<file path="config.mk">
export PLATFORM = sky130hd
export DESIGN_NAME = obi_to_apb_bridge
export DESIGN_NICKNAME = d
export VERILOG_FILES = /design/src/rtl/obi_to_apb_pkg.sv /design/src/rtl/obi_to_apb_bridge.sv
export SDC_FILE = /design/constraint.sdc
export NUM_CORES = 1
export LEC_CHECK = 0
export BUFFER_PORTS_ARGS = -buffer_cell sky130_fd_sc_hd__buf_2
export CORE_AREA = 5 5 88 90
export CTS_BUF_LIST = sky130_fd_sc_hd__clkbuf_4 sky130_fd_sc_hd__clkbuf_8
export DETAILED_ROUTE_END_ITERATION = 12
export DIE_AREA = 0 0 93 95
export GPL_TIMING_DRIVEN = 0
export PLACE_DENSITY_LB_ADDON = 0.05
export SYNTH_ARGS = -nofsm -noshare
export SYNTH_HDL_FRONTEND = slang
export SYNTH_SLANG_ARGS = --single-unit
</file>
<file path="constraint.sdc">
create_clock -name clk_i -period 2.8 [get_ports clk_i]
set_input_delay 0.42 -clock clk_i [delete_from_list [all_inputs] [get_ports clk_i]]
set_output_delay 0.42 -clock clk_i [all_outputs]
set_load 0.03 [all_outputs]
</file>
<file path="src/rtl/obi_to_apb_pkg.sv">
// Shared types and constants for the OBI-to-APB4 bridge.
package obi_to_apb_pkg;

  typedef enum logic [1:0] {
    IDLE,
    SETUP,
    ACCESS,
    RESP
  } state_e;

  localparam logic [2:0] PPROT_DEFAULT = 3'b000;

  localparam int unsigned ADDR_WIDTH_DEFAULT = 8;
  localparam int unsigned DATA_WIDTH_DEFAULT = 32;
  localparam int unsigned ID_WIDTH_DEFAULT   = 1;

  // Latched OBI request at the default widths; the bridge declares a
  // width-parameterised twin since packages cannot take parameters.
  typedef struct packed {
    logic [ADDR_WIDTH_DEFAULT-1:0]   addr;
    logic                            we;
    logic [DATA_WIDTH_DEFAULT/8-1:0] be;
    logic [DATA_WIDTH_DEFAULT-1:0]   wdata;
    logic [ID_WIDTH_DEFAULT-1:0]     aid;
  } obi_req_t;

endpackage

</file>
<file path="src/rtl/obi_to_apb_bridge.sv">
// Single-outstanding OBI subordinate to APB4 manager bridge.
// Optional ACCESS-phase timeout enabled by defining OBI_TO_APB_TIMEOUT_EN.
module obi_to_apb_bridge
  import obi_to_apb_pkg::*;
#(
  parameter int unsigned ADDR_WIDTH     = ADDR_WIDTH_DEFAULT,
  parameter int unsigned DATA_WIDTH     = DATA_WIDTH_DEFAULT,
  parameter int unsigned ID_WIDTH       = ID_WIDTH_DEFAULT,
  parameter logic [2:0]  PPROT_VAL      = PPROT_DEFAULT,
  parameter int unsigned TIMEOUT_CYCLES = 255
) (
  input  logic                    clk_i,
  input  logic                    rst_ni,
  input  logic                    obi_req_i,
  output logic                    obi_gnt_o,
  input  logic [ADDR_WIDTH-1:0]   obi_addr_i,
  input  logic                    obi_we_i,
  input  logic [DATA_WIDTH/8-1:0] obi_be_i,
  input  logic [DATA_WIDTH-1:0]   obi_wdata_i,
  input  logic [ID_WIDTH-1:0]     obi_aid_i,
  output logic                    obi_rvalid_o,
  output logic [DATA_WIDTH-1:0]   obi_rdata_o,
  output logic [ID_WIDTH-1:0]     obi_rid_o,
  output logic                    obi_err_o,
  output logic                    apb_psel_o,
  output logic                    apb_penable_o,
  output logic                    apb_pwrite_o,
  output logic [2:0]              apb_pprot_o,
  output logic [ADDR_WIDTH-1:0]   apb_paddr_o,
  output logic [DATA_WIDTH-1:0]   apb_pwdata_o,
  output logic [DATA_WIDTH/8-1:0] apb_pstrb_o,
  input  logic                    apb_pready_i,
  input  logic [DATA_WIDTH-1:0]   apb_prdata_i,
  input  logic                    apb_pslverr_i
);

  localparam int unsigned STRB_WIDTH = DATA_WIDTH / 8;

  if ((DATA_WIDTH == 0) || (DATA_WIDTH % 8 != 0)) begin : g_bad_data_width
    $error("DATA_WIDTH must be a non-zero multiple of 8");
  end
  if (TIMEOUT_CYCLES == 0) begin : g_bad_timeout
    $error("TIMEOUT_CYCLES must be at least 1");
  end

  typedef struct packed {
    logic [ADDR_WIDTH-1:0] addr;
    logic                  we;
    logic [STRB_WIDTH-1:0] be;
    logic [DATA_WIDTH-1:0] wdata;
    logic [ID_WIDTH-1:0]   aid;
  } req_t;

  state_e                state_q, state_d;
  req_t                  req_q;
  logic                  rsp_en;
  logic                  rsp_err_d;
  logic [DATA_WIDTH-1:0] rsp_rdata_d;
  logic [DATA_WIDTH-1:0] rdata_q;
  logic                  err_q;
  logic                  timeout;

`ifdef OBI_TO_APB_TIMEOUT_EN
  localparam int unsigned CNT_WIDTH = $clog2(TIMEOUT_CYCLES + 1);

  logic [CNT_WIDTH-1:0] cnt_q;

  // Fires on the last permitted ACCESS cycle that still lacks pready.
  assign timeout = (cnt_q == CNT_WIDTH'(TIMEOUT_CYCLES - 1));

  always_ff @(posedge clk_i or negedge rst_ni) begin
    if (!rst_ni) begin
      cnt_q <= '0;
    end else if (state_q == SETUP) begin
      cnt_q <= '0;
    end else if ((state_q == ACCESS) && !timeout) begin
      cnt_q <= cnt_q + 1'b1;
    end
  end
`else
  assign timeout = 1'b0;
`endif

  always_comb begin
    state_d     = state_q;
    obi_gnt_o   = 1'b0;
    rsp_en      = 1'b0;
    rsp_err_d   = 1'b0;
    rsp_rdata_d = '0;
    unique case (state_q)
      IDLE: begin
        obi_gnt_o = obi_req_i;
        if (obi_req_i) state_d = SETUP;
      end
      SETUP: state_d = ACCESS;
      ACCESS: begin
        if (apb_pready_i) begin
          state_d     = RESP;
          rsp_en      = 1'b1;
          rsp_err_d   = apb_pslverr_i;
          rsp_rdata_d = req_q.we ? '0 : apb_prdata_i;
        end else if (timeout) begin
          state_d   = RESP;
          rsp_en    = 1'b1;
          rsp_err_d = 1'b1;
        end
      end
      RESP:    state_d = IDLE;
      default: state_d = IDLE;
    endcase
  end

  always_ff @(posedge clk_i or negedge rst_ni) begin
    if (!rst_ni) state_q <= IDLE;
    else         state_q <= state_d;
  end

  always_ff @(posedge clk_i or negedge rst_ni) begin
    if (!rst_ni) begin
      req_q <= '0;
    end else if ((state_q == IDLE) && obi_req_i) begin
      req_q.addr  <= obi_addr_i;
      req_q.we    <= obi_we_i;
      req_q.be    <= obi_be_i;
      req_q.wdata <= obi_wdata_i;
      req_q.aid   <= obi_aid_i;
    end
  end

  always_ff @(posedge clk_i or negedge rst_ni) begin
    if (!rst_ni) begin
      rdata_q <= '0;
      err_q   <= 1'b0;
    end else if (rsp_en) begin
      rdata_q <= rsp_rdata_d;
      err_q   <= rsp_err_d;
    end
  end

  // APB outputs decode only from flops, never from OBI inputs.
  assign apb_psel_o    = (state_q == SETUP) || (state_q == ACCESS);
  assign apb_penable_o = (state_q == ACCESS);
  assign apb_pwrite_o  = req_q.we;
  assign apb_pprot_o   = PPROT_VAL;
  assign apb_paddr_o   = req_q.addr;
  assign apb_pwdata_o  = req_q.wdata;
  assign apb_pstrb_o   = req_q.we ? req_q.be : '0;

  assign obi_rvalid_o = (state_q == RESP);
  assign obi_rdata_o  = rdata_q;
  assign obi_rid_o    = req_q.aid;
  assign obi_err_o    = err_q;

endmodule

</file>
==> impl_metrics.py, run 1 <==
metrics = {
    "status": {
        "status": "finished clean",
    },
    "grt": {
        "gr-usage-met3": 0.0486,
        "grt_busiest_layer": "met2",
        "grt_start_max_net_pins": 44,
        "grt_usage": 0.168,
        "grt_util_met2": 0.274,
        "antenna_found_initial": 0,
        "grt_pass1_vias": 2446,
        "grt-ovfl-total": 0,
        "met1_usage": 0.211,
        "grt_pass1_wl_mm": 11.5,
    },
    "setup_path": {
        "critPathArrivalTime_ps": 1770,
        "cp_max_fo": 10,
        "endpoint": "obi_gnt_o",
        "r2r_cells": 6,
        "critPathLaunchType": "flop",
        "reg2reg_to": "obi_rid_o",
        "r2r_start": "state_q[0]",
        "crit_start": "state_q[0]",
        "endpoint_kind": "output port",
        "required_ps": 2380,
        "critPathKind": "reg2out",
        "r2r_setup_slack_ps": 1110,
    },
    "place": {
        "post-dp-hpwl_mm": 5.62,
        "routabilityCongestion": 0.721,
        "io_buffers": 165,
        "place_inst": 488,
    },
    "detailed_routing": {
        "drt_first_pass_iters": 4,
        "remaining_drc_errors": 0,
        "wl_per_cell_um": 14.4,
        "routed_wirelength_mm": 7.27,
        "drt_iter0_drc": 41,
        "antenna_left": 0,
        "via_per_inst": 4.66,
        "vias": 2348,
    },
    "timing": {
        "worst_pin_slew_ps": 508,
        "rsz0062_at_grt": "no",
        "setup_tns_ps": 0,
        "finalHoldViolCount": 0,
        "relSlewSlack": 0.661,
        "worst_clock_skew_ps": 7.80,
        "clock.fmax_ghz": 0.456,
        "setup_viol": 0,
        "finalCriticalPeriod_ps": 2190,
        "drv_slew": 0,
        "fin_crit_sh": 0.783,
    },
    "job": {
        "maxCapViolCount": 0,
    },
    "clocking": {
        "cts_setup_buffers": 0,
        "clock-root-buffer": "clkbuf_8",
        "ctsHoldBuffers": 0,
        "cts_tree": "yes",
        "clkSinkCount": 81,
        "clk_latency_ps": 340,
        "clkTransAtPathRegs_ps": 80,
        "cts_max_level": 3,
        "cts_made_buffers": 9,
        "postCtsResizedCells": 0,
        "clockBufferDepth": 2,
    },
    "logic_synthesis": {
        "synth_ff_type": "dfrtp_1",
        "syn_inst": 238,
        "synth_most_common_cell": "dfrtp_1",
        "synth.cell_area_sq_um": 3420,
        "yosysTopAreaCellShare": 0.593,
        "synth_top_family_by_area": "multiplexers",
        "yosys.area.top_type": "dfrtp_1",
        "netlist_top_cells_area": "dfrtp_1 (59%), mux2_2 (15%), buf_4 (9.4%)",
        "synthArstFlopShare": 1.00,
        "synth_warnings": 0,
        "synth-compound-area-share": 0.0853,
        "yosys.area_share.simple": 0.0190,
        "synth_seq_cells": 81,
        "synthXorXnorAreaFrac": 0,
        "post_synth_fa_ha_maj_area_fraction": 0.0183,
        "synth_seq_area_share": 0.593,
        "synth_edf_count": 0,
        "yosys-mux-area-fraction": 0.158,
        "synth.distinct_cells": 18,
        "synth_common_cells": "dfrtp_1 (81), mux2_2 (47), buf_4 (43)",
        "syn_avg_cell_area_sq_um": 14.4,
    },
    "floorplanning": {
        "start_util": 0.490,
        "rows": 31,
        "coreArea_sq_um": 6980,
        "die_area_sq_um": 8840,
        "dieHeight_um": 95,
        "die_x_um": 93,
        "io_pins": 169,
    },
    "pwr": {
        "p_leak_uw": 0.00251,
        "p_per_area_nw_per_um2": 1360,
        "power_uw": 6240,
        "peakVddDrop_mv": 0.654,
    },
    "layout": {
        "layout.cells.non_filler": 504,
        "n_antenna_cell": 0,
        "finalNetCount": 505,
        "drive_above_1_share": 0.668,
        "syn_to_final_growth_pct": 34.4,
    },
    "worst_hold_path": {
        "hold_path_class": "in2async",
    },
}
[worst max-delay path, cell delays in order, from the launching register on]
cell and delay, ps:
dfrtp_1 370, inv_1 100, ha_1 230, nand2_1 70, buf_2 260, buf_6 190, inv_1 40, buf_2 170
[final cells by class]
| type | count | area, sq um |
|---|---|---|
| buffer | 54 | 412 |
| clock buffer | 11 | 139 |
| clock inverter | 5 | 80.1 |
| fill | 583 | 2380 |
| inverter | 5 | 18.8 |
| multi-input combinational | 100 | 970 |
| sequential | 81 | 2030 |
| tap | 82 | 103 |
| timing repair buffer | 166 | 848 |
[kinds of logic after synthesis]
group	count (synthesis)
flip-flops	81
buffers and inverters	59
multiplexers	48
AO/OA/AOI/OAI	34
AND/OR/NAND/NOR	10
adder cells (fa/ha/maj)	5
other	1
[stage by stage]
| stage | worst slack [ps] | hold WS [ps] | utilization | cell area (sq um) |
|---|---|---|---|---|
| floorplan | 1150 | 124 | - | 3430 |
| global placement | 684 | 482 | 0.624 | 4360 |
| detailed placement | 945 | 434 | 0.627 | 4380 |
| CTS | 554 | 59.9 | 0.658 | 4600 |
| global route | 483 | 78.0 | 0.658 | 4600 |
| finish | 609 | 49.4 | 0.658 | 4600 |
[sequential cells by signal, indices dropped and copies added (netlist names)]
register,flops
apb_pwrite_o,1
obi_err_o,1
obi_rdata_o,32
apb_pwdata_o,32
apb_paddr_o,8
state_q,2
obi_rid_o,1
req_q,4
[layer usage]
metal  share of wire  routed length [um]  vias to the layer above
li1                -                   -                     1134
met1            0.40                2900                     1116
met2            0.51                3700                       90
met3           0.079                 574                        8
met4           0.012                  87                        0
met5               0                   0                        -
[how the worst min path moves through the flow]
stage | start | to | cells after the start
3_3_place_gp | obi_err_o | obi_err_o | 2
6_report | rst_ni | apb_paddr_o[4] | 1
4_1_cts | rst_ni | apb_paddr_o[4] | 1
2_1_floorplan | rst_ni | apb_paddr_o[0] | 0
3_5_place_dp | rst_ni | apb_paddr_o[4] | 1
5_1_grt | rst_ni | apb_paddr_o[4] | 1
[power by group]
part | internal (uW) | leakage [uW] | total, uW | switching, uW
clock network | 521 | 0.000106 | 923 | 402
logic | 1380 | 0.00139 | 3270 | 1890
registers | 1740 | 0.00102 | 2050 | 306
[layout by cell type (no fill, tap or decap), types with 2 or more instances in the layout]
cell,Yosys,final
a22o_1,32,32
clkbuf_8,0,9
conb_1,1,3
clkinvlp_4,0,2
dfrtp_1,81,81
buf_6,6,6
inv_1,5,5
and2_1,4,4
clkbuf_4,0,2
nand2_1,3,3
ha_1,5,5
buf_2,2,166
buf_4,43,44
mux2_2,47,47
bufinv_16,0,2
clkbuf_1,3,3
Power figures use the tool's default switching activity.
==> run 2, diff against run 1 <==
ABC_AREA = 1   (was unset)
CORE_AREA = 5 5 98 100   (was 5 5 88 90)
DIE_AREA = 0 0 103 105   (was 0 0 93 95)
clock period = 1.93 ns   (was 2.8 ns; I/O delays follow)
==> impl_metrics.py, run 2 <==
metrics = {
    "logic_synthesis": {
        "synth_edf_count": 0,
        "yosys.area_share.simple": 0.282,
        "synth_top_family_by_area": "simple AND/OR/NAND/NOR gates",
        "synth_seq_area_share": 0.554,
        "syn_inst": 415,
        "synthArstFlopShare": 1.00,
        "yosys.area.top_type": "dfrtp_1",
        "synth_common_cells": "nand2_1 (217), dfrtp_1 (81), buf_4 (51)",
        "post_synth_fa_ha_maj_area_fraction": 0.0171,
        "synth-compound-area-share": 0.00137,
        "synth_most_common_cell": "nand2_1",
        "netlist_top_cells_area": "dfrtp_1 (55%), nand2_1 (22%), buf_4 (10%)",
        "synthXorXnorAreaFrac": 0,
        "synth_ff_type": "dfrtp_1",
        "synth.distinct_cells": 14,
        "synth_seq_cells": 81,
        "synth_warnings": 0,
        "yosys-mux-area-fraction": 0,
        "syn_avg_cell_area_sq_um": 8.81,
        "synth.cell_area_sq_um": 3660,
        "yosysTopAreaCellShare": 0.554,
    },
    "place": {
        "place_inst": 691,
        "io_buffers": 165,
        "post-dp-hpwl_mm": 6.57,
        "postPlaceCellArea_sq_um": 4660,
        "routabilityCongestion": 0.769,
    },
    "clocking": {
        "cts_made_buffers": 9,
        "cts_tree": "yes",
        "clkTransAtPathRegs_ps": 80,
        "clk_latency_ps": 340,
        "clkSinkCount": 81,
        "cts_max_level": 3,
        "cts_setup_buffers": 0,
        "clockBufferDepth": 2,
        "clock-root-buffer": "clkbuf_8",
    },
    "detailed_routing": {
        "drt_iter0_drc": 83,
        "vias": 3075,
        "wl_met1_mm": 3.63,
        "via_per_inst": 4.36,
        "wl_met2_mm": 4.08,
        "remaining_drc_errors": 0,
        "routed_wirelength_mm": 8.76,
        "route.met3.wl_um": 987,
        "drt_first_pass_iters": 5,
        "wl_per_cell_um": 12.4,
        "top_layer": "met4",
        "antenna_left": 0,
    },
    "grt": {
        "antenna_found_initial": 0,
        "grt_usage": 0.167,
        "grt_pass1_vias": 3088,
        "grt_pass1_wl_mm": 14.4,
        "grt_start_max_net_pins": 44,
        "grt-ovfl-total": 0,
    },
    "floorplanning": {
        "die_x_um": 103,
        "die_area_sq_um": 10800,
        "coreArea_sq_um": 8590,
        "dieHeight_um": 105,
        "start_util": 0.426,
        "rows": 34,
        "io_pins": 169,
    },
    "setup_path": {
        "slowest_delay_ps": 400,
        "critPathArrivalTime_ps": 1480,
        "cp_max_fo": 11,
        "critPathKind": "reg2out",
        "critPathTopFamily": "buffers and inverters",
        "r2r_setup_slack_ps": 470,
        "critPathLaunchType": "flop",
        "crit_chain": "inv_1, ha_1, nand2_1, inv_4, buf_4",
        "critPathSlowestCell": "dfrtp_1",
        "required_ps": 1640,
        "endpoint_kind": "output port",
        "cp_num_buf_inv": 3,
    },
    "pwr": {
        "clockPowerShare": 0.135,
        "combPwrFrac": 0.537,
        "p_leak_uw": 0.00302,
        "power_uw": 8930,
        "intPower_uw": 4830,
        "power.switching_uw": 4100,
        "peakVddDrop_mv": 0.772,
        "seq_power_share": 0.328,
        "p_per_area_nw_per_um2": 1840,
        "swShare": 0.459,
    },
    "layout": {
        "drive_above_1_share": 0.420,
        "final_util": 0.565,
        "final_area_sq_um": 4850,
        "layout.cells.non_filler": 705,
        "layout_commonest_cell": "nand2_1",
        "layout_common_cells": "nand2_1 (217), buf_2 (166), dfrtp_1 (81)",
        "fillerInstances": 845,
        "finalNetCount": 682,
        "multi_input_comb_area_sq_um": 1110,
        "register_area_sq_um": 2030,
        "n_antenna_cell": 0,
        "syn_to_final_growth_pct": 32.7,
    },
    "status": {
        "status": "finished clean",
    },
    "timing": {
        "finalCriticalPeriod_ps": 1770,
        "worst_pin_slew_ps": 529,
        "setup_tns_ps": 0,
        "setup_viol": 0,
        "clock.fmax_ghz": 0.566,
        "worst_clock_skew_ps": 10.1,
        "fin_crit_sh": 0.915,
        "rsz0062_at_grt": "no",
        "relSlewSlack": 0.647,
        "drv_slew": 0,
        "finalHoldViolCount": 0,
    },
    "job": {
        "maxCapViolCount": 0,
    },
    "worst_hold_path": {
        "hold_path_class": "in2reg",
    },
}
run 2: layer usage:
metal,up-vias,track usage
li1,1573,-
met2,98,0.269
met3,7,0.0700
met4,0,0.0389
met1,1397,0.207
met5,-,0
run 2: path summary, 6_finish.rpt:
check	from	endpoint	cells past startpoint
min in group asynchronous	rst_ni	obi_rdata_o[29]	2
hold reg to reg	obi_rdata_o[22]	obi_rdata_o[22]	2
hold / removal	obi_wdata_i[27]	apb_pwdata_o[27]	3
setup reg to reg	state_q[0]	apb_pwdata_o[9]	8
max in group asynchronous	rst_ni	apb_pwdata_o[29]	3
setup / recovery	state_q[0]	obi_gnt_o	5
run 2: stage by stage:
step | hold slack, ps | worst slack (ps)
floorplan | -6.09 | 446
global placement | 456 | -117
detailed placement | 305 | 339
CTS | 120 | 89.2
global route | 114 | 33.2
finish | 136 | 164
run 2: power by group through the flow:
stage                     logic (uW)  clock network (uW)  registers (uW)
after global routing            5270                1320            3030
after CTS                       4880                1240            2930
after floorplan                 2910                   0            3580
final                           4800                1210            2930
after global placement          4810                   0            2930
after detailed placement        4860                   0            2960
run 2: cell type report:
class	count	area share
inverters	12	0.00980
plain buffers	61	0.0982
repair buffers	167	0.179
flip-flops and latches	81	0.418
multi-input cells	262	0.229
clock inverters	3	0.00877
clock buffers	11	0.0299
well taps	108	0.0278
run 2: repair_timing:
item | CTS | global route
resized for setup | 1 | 1
setup endpoints to repair | 1 | 1
hold endpoints to repair | 38 | 0
hold buffers | 1 | 0
run 2: worst min-delay path, delay by kind of cell:
family / cells / cell delay, ps
and+or+nand+nor: 2 / 80
buffers and inverters: 1 / 70
run 2: kinds of logic after synthesis:
| family | count (synthesis) |
|---|---|
| AO/OA/AOI/OAI | 1 |
| adder cells (fa/ha/maj) | 5 |
| buffers and inverters | 74 |
| flip-flops | 81 |
| other | 1 |
| AND/OR/NAND/NOR | 253 |
